**src/rtl/hardwired_control_unit.sv**
```systemverilog
// Multi-cycle hardwired controller for the ALU/register-file datapath.
// Sequences FETCH_L -> FETCH_H -> EXEC0 [-> SRC1] [-> SRC2] [-> EXEC_ALU] and drives every datapath control.
module hardwired_control_unit (
  input  logic        Clock,
  input  logic        Reset,
  input  logic [15:0] IR_Value,
  input  logic [3:0]  Flags,
  output logic [2:0]  RF_OutASel,
  output logic [2:0]  RF_OutBSel,
  output logic [2:0]  RF_FunSel,
  output logic [3:0]  RF_RegSel,
  output logic [3:0]  RF_ScrSel,
  output logic [4:0]  ALU_FunSel,
  output logic        ALU_WF,
  output logic [1:0]  ARF_OutCSel,
  output logic [1:0]  ARF_OutDSel,
  output logic [2:0]  ARF_FunSel,
  output logic [2:0]  ARF_RegSel,
  output logic        IR_LH,
  output logic        IR_Write,
  output logic        Mem_WR,
  output logic        Mem_CS,
  output logic [1:0]  MuxASel,
  output logic [1:0]  MuxBSel,
  output logic        MuxCSel,
  output logic [2:0]  T,
  output logic        Halted
);

  typedef enum logic [2:0] {
    S_FETCH_L  = 3'd0,
    S_FETCH_H  = 3'd1,
    S_EXEC0    = 3'd2,
    S_SRC1     = 3'd3,
    S_SRC2     = 3'd4,
    S_EXEC_ALU = 3'd5,
    S_HALT     = 3'd6
  } state_e;

  typedef struct packed {
    logic [2:0] rf_outa;
    logic [2:0] rf_outb;
    logic [2:0] rf_fun;
    logic [3:0] rf_reg;
    logic [3:0] rf_scr;
    logic [4:0] alu_fun;
    logic       alu_wf;
    logic [1:0] arf_outc;
    logic [1:0] arf_outd;
    logic [2:0] arf_fun;
    logic [2:0] arf_reg;
    logic       ir_lh;
    logic       ir_write;
    logic       mem_wr;
    logic       mem_cs;
    logic [1:0] mux_a;
    logic [1:0] mux_b;
    logic       mux_c;
    logic       halted;
  } ctrl_t;

  localparam ctrl_t CTRL_IDLE = '{
    rf_outa: 3'b000, rf_outb: 3'b000, rf_fun: 3'b000, rf_reg: 4'b1111,
    rf_scr: 4'b1111, alu_fun: 5'b00000, alu_wf: 1'b0, arf_outc: 2'b00,
    arf_outd: 2'b00, arf_fun: 3'b000, arf_reg: 3'b111, ir_lh: 1'b0,
    ir_write: 1'b0, mem_wr: 1'b0, mem_cs: 1'b1, mux_a: 2'b00,
    mux_b: 2'b00, mux_c: 1'b0, halted: 1'b0
  };

  // Register-code low bits -> ARF output select: x0x/x01 PC, 10 SP, 11 AR.
  function automatic logic [1:0] arf_code(input logic [1:0] r);
    case (r)
      2'b10:   arf_code = 2'b11;
      2'b11:   arf_code = 2'b10;
      default: arf_code = 2'b00;
    endcase
  endfunction

  function automatic logic [2:0] arf_en(input logic [1:0] r);
    case (r)
      2'b10:   arf_en = 3'b110;
      2'b11:   arf_en = 3'b101;
      default: arf_en = 3'b011;
    endcase
  endfunction

  function automatic logic [3:0] rf_en(input logic [1:0] idx);
    rf_en = ~(4'b1000 >> idx);
  endfunction

  function automatic ctrl_t exec0_ctrl(input logic [5:0] opc, input logic [1:0] rsel,
                                       input logic z);
    ctrl_t c;
    logic  take;
    c    = CTRL_IDLE;
    take = (opc == 6'h00) || (opc == 6'h01 && !z) || (opc == 6'h02 && z);
    if (take) begin
      c.mux_b   = 2'b11;
      c.arf_fun = 3'b100;
      c.arf_reg = 3'b011;
    end
    case (opc)
      6'h20: begin
        c.mux_a  = 2'b11;
        c.rf_fun = 3'b100;
        c.rf_reg = rf_en(rsel);
      end
      6'h21: begin
        c.arf_outd = 2'b10;
        c.mem_cs   = 1'b0;
        c.mux_a    = 2'b10;
        c.rf_fun   = 3'b010;
        c.rf_reg   = rf_en(rsel);
      end
      6'h22: begin
        c.rf_outa  = {1'b0, rsel};
        c.alu_fun  = 5'b10000;
        c.mux_c    = 1'b0;
        c.arf_outd = 2'b10;
        c.mem_cs   = 1'b0;
        c.mem_wr   = 1'b1;
      end
      default: ;
    endcase
    return c;
  endfunction

  // Control word for every state whose outputs depend only on captured instruction fields.
  function automatic ctrl_t state_ctrl(input state_e st, input logic [3:0] op,
                                       input logic [2:0] dst, input logic [2:0] s1,
                                       input logic [2:0] s2);
    ctrl_t c;
    c = CTRL_IDLE;
    case (st)
      S_FETCH_L, S_FETCH_H: begin
        c.arf_outd = 2'b00;
        c.mem_cs   = 1'b0;
        c.ir_write = 1'b1;
        c.ir_lh    = (st == S_FETCH_H);
        c.arf_reg  = 3'b011;
        c.arf_fun  = 3'b001;
      end
      S_SRC1, S_SRC2: begin
        c.arf_outc = arf_code((st == S_SRC1) ? s1[1:0] : s2[1:0]);
        c.mux_a    = 2'b01;
        c.rf_fun   = 3'b010;
        c.rf_scr   = (st == S_SRC1) ? 4'b0111 : 4'b1011;
      end
      S_EXEC_ALU: begin
        c.rf_outa = s1[2] ? {1'b0, s1[1:0]} : 3'b100;
        c.rf_outb = s2[2] ? {1'b0, s2[1:0]} : 3'b101;
        c.alu_fun = {1'b1, op};
        c.alu_wf  = 1'b1;
        if (dst[2]) begin
          c.mux_a  = 2'b00;
          c.rf_fun = 3'b010;
          c.rf_reg = rf_en(dst[1:0]);
        end else begin
          c.mux_b   = 2'b00;
          c.arf_fun = 3'b010;
          c.arf_reg = arf_en(dst[1:0]);
        end
      end
      S_HALT:  c.halted = 1'b1;
      default: ;
    endcase
    return c;
  endfunction

  state_e     state_q, state_d;
  ctrl_t      out_q, ctrl;
  logic       run_q;
  logic [3:0] op_q, op_d;
  logic [2:0] dst_q, dst_d, s1_q, s1_d, s2_q, s2_d;
  logic       unused_flags;

  assign unused_flags = ^Flags[2:0];

  // Instruction fields come straight from IR in EXEC0 and are held for the ALU tail.
  always_comb begin
    op_d  = op_q;
    dst_d = dst_q;
    s1_d  = s1_q;
    s2_d  = s2_q;
    if (state_q == S_EXEC0) begin
      op_d  = IR_Value[13:10];
      dst_d = IR_Value[8:6];
      s1_d  = IR_Value[5:3];
      s2_d  = IR_Value[2:0];
    end
  end

  always_comb begin
    state_d = state_q;
    case (state_q)
      S_FETCH_L: state_d = S_FETCH_H;
      S_FETCH_H: state_d = S_EXEC0;
      S_EXEC0: begin
        if (IR_Value[15:10] == 6'h3F)      state_d = S_HALT;
        else if (IR_Value[15:14] == 2'b01) state_d = !s1_d[2] ? S_SRC1 :
                                                     !s2_d[2] ? S_SRC2 : S_EXEC_ALU;
        else                               state_d = S_FETCH_L;
      end
      S_SRC1:     state_d = !s2_d[2] ? S_SRC2 : S_EXEC_ALU;
      S_SRC2:     state_d = S_EXEC_ALU;
      S_EXEC_ALU: state_d = S_FETCH_L;
      S_HALT:     state_d = S_HALT;
      default:    state_d = S_FETCH_L;
    endcase
  end

  // Outputs are registered one edge ahead for the state being entered; the first edge
  // after reset release only arms the FETCH_L control word.
  always_ff @(posedge Clock or negedge Reset) begin
    if (!Reset) begin
      state_q <= S_FETCH_L;
      run_q   <= 1'b0;
      out_q   <= CTRL_IDLE;
      op_q    <= 4'd0;
      dst_q   <= 3'd0;
      s1_q    <= 3'd0;
      s2_q    <= 3'd0;
    end else if (!run_q) begin
      run_q <= 1'b1;
      out_q <= state_ctrl(S_FETCH_L, op_q, dst_q, s1_q, s2_q);
    end else begin
      state_q <= state_d;
      out_q   <= state_ctrl(state_d, op_d, dst_d, s1_d, s2_d);
      op_q    <= op_d;
      dst_q   <= dst_d;
      s1_q    <= s1_d;
      s2_q    <= s2_d;
    end
  end

  assign ctrl = (state_q == S_EXEC0) ? exec0_ctrl(IR_Value[15:10], IR_Value[9:8], Flags[3])
                                     : out_q;

  assign RF_OutASel  = ctrl.rf_outa;
  assign RF_OutBSel  = ctrl.rf_outb;
  assign RF_FunSel   = ctrl.rf_fun;
  assign RF_RegSel   = ctrl.rf_reg;
  assign RF_ScrSel   = ctrl.rf_scr;
  assign ALU_FunSel  = ctrl.alu_fun;
  assign ALU_WF      = ctrl.alu_wf;
  assign ARF_OutCSel = ctrl.arf_outc;
  assign ARF_OutDSel = ctrl.arf_outd;
  assign ARF_FunSel  = ctrl.arf_fun;
  assign ARF_RegSel  = ctrl.arf_reg;
  assign IR_LH       = ctrl.ir_lh;
  assign IR_Write    = ctrl.ir_write;
  assign Mem_WR      = ctrl.mem_wr;
  assign Mem_CS      = ctrl.mem_cs;
  assign MuxASel     = ctrl.mux_a;
  assign MuxBSel     = ctrl.mux_b;
  assign MuxCSel     = ctrl.mux_c;
  assign Halted      = ctrl.halted;
  assign T           = state_q;

endmodule

```
**config.mk**
```make
export PLATFORM = sky130hd
export DESIGN_NAME = hardwired_control_unit
export DESIGN_NICKNAME = d
export VERILOG_FILES = /design/src/rtl/hardwired_control_unit.sv
export SDC_FILE = /design/constraint.sdc
export NUM_CORES = 1
export LEC_CHECK = 0
export ABC_AREA = 0
export CAP_MARGIN = 0
export CORE_ASPECT_RATIO = 1.4
export CORE_MARGIN = 3
export CORE_UTILIZATION = 30
export DETAILED_ROUTE_END_ITERATION = 8
export GPL_TIMING_DRIVEN = 0
export SLEW_MARGIN = 20
export SYNTH_ARGS = -nofsm -noshare
export SYNTH_HDL_FRONTEND = slang
export SYNTH_SLANG_ARGS = --single-unit
```
**constraint.sdc**
```tcl
create_clock -name Clock -period 2.47 [get_ports Clock]
set_clock_uncertainty 0.1 [all_clocks]
set_input_delay 0.3705 -clock Clock [delete_from_list [all_inputs] [get_ports Clock]]
set_output_delay 0.3705 -clock Clock [all_outputs]
set_load 0.005 [all_outputs]
```
Yosys cells after proc, flatten, opt, wreduce, memory -nomap -nowiden
Index checks and enable logic that the tools add are counted.
{ "op_classes": {"eq_ne": 21, "shift": 2, "n_mux": 39, "bitwise_logic": 2, "reduce_logical": 11} }
{ "op_table": {"columns": ["op", "n"], "rows": [
  ["2-to-1 mux 43 bit", 2],
  ["== test 6 bit, second input constant", 4],
  ["2-to-1 mux 3 bit", 8],
  ["2-to-1 mux 6 bit", 4],
  ["one-hot mux 3 bit (6 select lines)", 1],
  ["2-to-1 mux 4 bit", 4],
  ["== test 3 bit, second input constant", 5],
  ["one-hot mux 7 bit (2 select lines)", 1],
  ["2-to-1 mux 2 bit", 6],
  ["one-hot mux 2 bit (2 select lines)", 3],
  ["one-hot mux 6 bit (2 select lines)", 1],
  ["2-to-1 mux 5 bit", 2],
  ["== test 3 x 2 -> 1 bit, second input constant", 3],
  ["== test 2 bit, second input constant", 4],
  ["inverter 4 bit", 2],
  [">> shifter 4 x 2 -> 4 bit, first input constant", 2],
  ["== test 3 x 1 -> 1 bit, second input constant", 2],
  ["== test 6 x 1 -> 1 bit, second input constant", 1],
  ["== test 6 x 2 -> 1 bit, second input constant", 1],
  ["logical NOT 3 bit", 2],
  ["logical NOT 6 bit", 1],
  ["2-to-1 mux 1 bit", 6],
  ["one-hot mux 3 bit (2 select lines)", 1],
  ["OR reduction 2 bit", 3],
  ["4 further kinds", 6]
]} }
{ "word_totals": {"reg_bits": 60, "inputBits": 22, "out_inout_bits": 46, "elab_cells": 100} }

Depth between registers and ports, before layout
{ "depth": {"ltp_word": 13, "ltp_mapped": 7} }

Least setup slack after synthesis
No wires, ideal clock.
{ "synth_path": {"path_type": "register -> output", "from": "reg state_q[0], in the netlist T[0]", "to": "out MuxBSel[0]", "arrival_time_ns": 1.896, "required_ns": 1.999, "setup_slack_ns": 0.104, "stages_incl_launch_ff": 7, "path_buffers": 3, "cell_sequence": "dfrtp_1 -> buf_2 -> nor3b_2 -> buf_2 -> nand2_1 -> a2111oi_2 -> buf_4"} }
{ "synth_via": {"elab_chain_len": 2} }
{ "synth_lines": {"columns": ["item", "line_no", "rtl"], "rows": [
  ["start: declaration", "170", "state_e state_q, state_d;"],
  ["start signal: assignment", "227", "state_q <= state_d;"],
  ["== test 3 x 2 -> 1 bit", "236", "assign ctrl = (state_q == S_EXEC0) ? exec0_ctrl(IR_Value[15:10], IR_Value[9:8], Flags[3])"],
  ["2-to-1 mux 43 bit", "236", null],
  ["end: declaration", "24", "output logic [1:0] MuxBSel,"]
]} }
Every way passes these cells.

Final worst setup path
{ "layout_path": {"from": "reg state_q[2], in the netlist T[2]", "to": "out RF_OutASel[0]"} }
{ "layout_via": {"elab_chain_len": 2} }
{ "layout_lines": {"columns": ["item", "line_no", "rtl"], "rows": [
  ["== test 3 x 2 -> 1 bit", "236", null],
  ["2-to-1 mux 43 bit", "236", null],
  ["end: declaration", "8", "output logic [2:0] RF_OutASel,"]
]} }
Every way passes these cells.

==> impl_metrics.toml <==
[cts]
root_buffer = "clkbuf_8"
clockBufferDepth = 2
cts_sinks = 47
numCtsBuffers = 5
htree_levels = 2
cts_tree = "yes"
path_clk_slew_ns = 0.08
cts_hold_buf = 0
clock_latency_ns = 0.30

[outcome]
status = "complete, but fails checks"
violations = "negative setup slack"

[route]
antenna_left = 0
drcViolationCount = 0
firstDrtPassIters = 4
viasPerCell = 4.92
wl_per_cell_um = 15.3
vias = 2139
routed_wl_um = 6650
drtIter0Drc = 76

[die]
start_util_pct = 31.5
dieHeight_um = 114
core_area_um2 = 7890
die_area_um2 = 9430
dieWidth_um = 82.9
row_count = 38
io_pins = 68

[power_and_ir_drop]
p_leak_uw = 0.00167
power.total_uw = 3250
worst_ir_drop_vdd_mv = 0.375
powerDensity_nw_per_um2 = 904

[synth]
ys_seq_elements = 47
ys_warn_count = 0
netlist_area_um2 = 2490
ys_types = 52
synth_top_area_share_pct = 37.2
ys.flop_type = "dfrtp_1"
syn_avg_cell_area_um2 = 10.3
synthArstFlopShare_pct = 100
yosysTopAreaCell = "dfrtp_1"
synth_edf_count = 0
yosys-top-cells-area = "dfrtp_1 (37%), dfstp_2 (11%), mux2_2 (4.5%)"
synth_sequential_area_ratio_pct = 47.8
syn_inst = 242

[setup_path]
endpoint_kind = "output port"
arrival_ns = 2.08
cp_max_fo = 5
start_kind = "register"
critical_path_class = "reg2out"
required_ns = 2.00

[timing]
slew_violations = 0
period_needed_ns = 2.55
period_share_pct = 103
setup_violations = 6
relSlewSlack_pct = 53.5
hold_viol = 0
max_freq_ghz = 0.393
hold_slack_ns = 0.0103
rsz0062_at_grt = "true"
worst_slew_pin_slew_ns = 0.697
setup_slack_ns = -0.0755

[final_layout]
syn_to_final_growth_pct = 44.6
regArea_um2 = 1190
final_nets = 356
fill_cells = 797
insertedDiodeCount = 0
drive_gt1_share_pct = 30.4
multi_input_area_um2 = 1210

[global_routing]
grt_pass1_wl_um = 10300
grt_max_degree = 30
track_usage_pct = 14.0
antenna_found_initial = 0
grt_pass1_vias = 2132
gr-total-overflow = 0

[min_path]
hp-class = "in2async"

[place]
port_buffers = 57
routabilityCongestion = 0.780
hpwl_um = 4890

[flow_run]
maxCapViolCount = 0
[per-layer routing]
metal | wire length [um] | global-route usage (%) | vias to the layer above
li1 | - | - | 1029
met1 | 2660 | 15.0 | 1045
met2 | 3540 | 25.9 | 51
met3 | 260 | 2.82 | 14
met4 | 186 | 6.76 | 0
met5 | 0 | 0 | -
[final timing paths]
kind	from	endpoint	slack, ns	cells past startpoint
setup / recovery	T[2]	RF_OutASel[0]	-0.08	10
max in group asynchronous	Reset	out_q[6]	1.65	2
setup reg to reg	T[2]	out_q[31]	0.15	7
hold reg to reg	op_q[2]	op_q[2]	0.41	1
hold / removal	Reset	out_q[40]	0.01	1
min in group Clock	IR_Value[10]	op_q[0]	0.30	2
[state kept, by name (all words and copies together), names as in the netlist]
signal	flops
s2_q	3
T	3
run_q	1
op_q	4
dst_q	3
s1_q	3
out_q	30
[Yosys cell counts, drive strengths merged (2+ instances only)]
cell	count
dfrtp	37
nor2	17
o31ai	3
a21oi	8
a22o	3
clkbuf	6
a2111oi	3
nand4	2
nor2b	3
o32a	4
or2	3
conb	2
nand2b	7
mux2	10
a311oi	3
nand3b	2
a31oi	3
nand3	3
inv	10
or4	5
a211oi	2
nor3b	7
dfstp	10
buf	18
and2	17
nor3	8
o211ai	3
nand2	11
mux2i	9
a21boi	2
nand4b	2
and3	2
o21ai	6
[area by class of cell]
type | count | area share, %
multi-input combinational | 165 | 33.8
sequential | 47 | 33.1
timing repair buffer | 83 | 21.2
buffer | 22 | 5.11
tap | 100 | 3.48
clock buffer | 7 | 2.12
inverter | 10 | 1.04
clock inverter | 1 | 0.139
[power breakdown]
group,internal [uW],switching [uW]
clock network,199,251
logic,837,868
registers,987,110
total,2020,1230
[worst max-delay path: stages, from the launching register on]
cell and delay, ns:
dfrtp_1 0.40, buf_6 0.14, nor3b_4 0.22, buf_6 0.14, buf_6 0.09, nand3_4 0.08, nor3b_4 0.24, buf_6 0.14
buf_6 0.09, a22o_1 0.12, buf_2 0.11
[timing repair]
action,in CTS,in global routing
buffers inserted,18,8
gates resized for setup,82,46
pin swaps,8,8
endpoints found under the setup margin,49,45
[metrics by stage]
stage	instance area, um2	setup WS [ns]	setup TNS [ns]	utilization (%)	std cells
finish	3600	-0.0755	-0.242	45.6	435
global route	3600	-0.176	-1.18	45.6	435
CTS	3520	-0.145	-0.980	44.5	429
detailed placement	3220	-0.878	-22.73	40.8	404
global placement	3200	-0.878	-35.71	40.5	403
floorplan	2500	0.104	0	-	246
[cell usage in the layout (no fill, tap or decap), types with 4 or more instances in the layout]
cell	n
inv_1	10
nor3b_1	4
dfstp_2	10
dfrtp_1	36
mux2_2	10
a21oi_1	8
buf_4	27
dlymetal6s2s_1	8
nor2_1	15
clkbuf_2	5
clkbuf_8	5
and2_1	17
nand2_1	10
o21ai_0	5
mux2i_1	9
clkdlybuf4s50_1	15
dlygate4sd2_1	11
clkbuf_1	5
or4_1	5
o32a_1	4
nand2b_1	7
buf_6	15
nor3_1	7
clkdlybuf4s15_1	9
buf_2	9
conb_1	6
[kinds of logic (layout without fill, tap and decap cells)]
group,count (synthesis),count (layout),synth area share [%]
simple gates,96,96,22.8
compound gates,43,43,13.1
mux,19,19,8.15
flops,47,47,47.8
xor+xnor,1,1,0.352
other cells,2,6,0.302
buf+inv,34,123,7.40
Power figures use the tool's default switching activity.
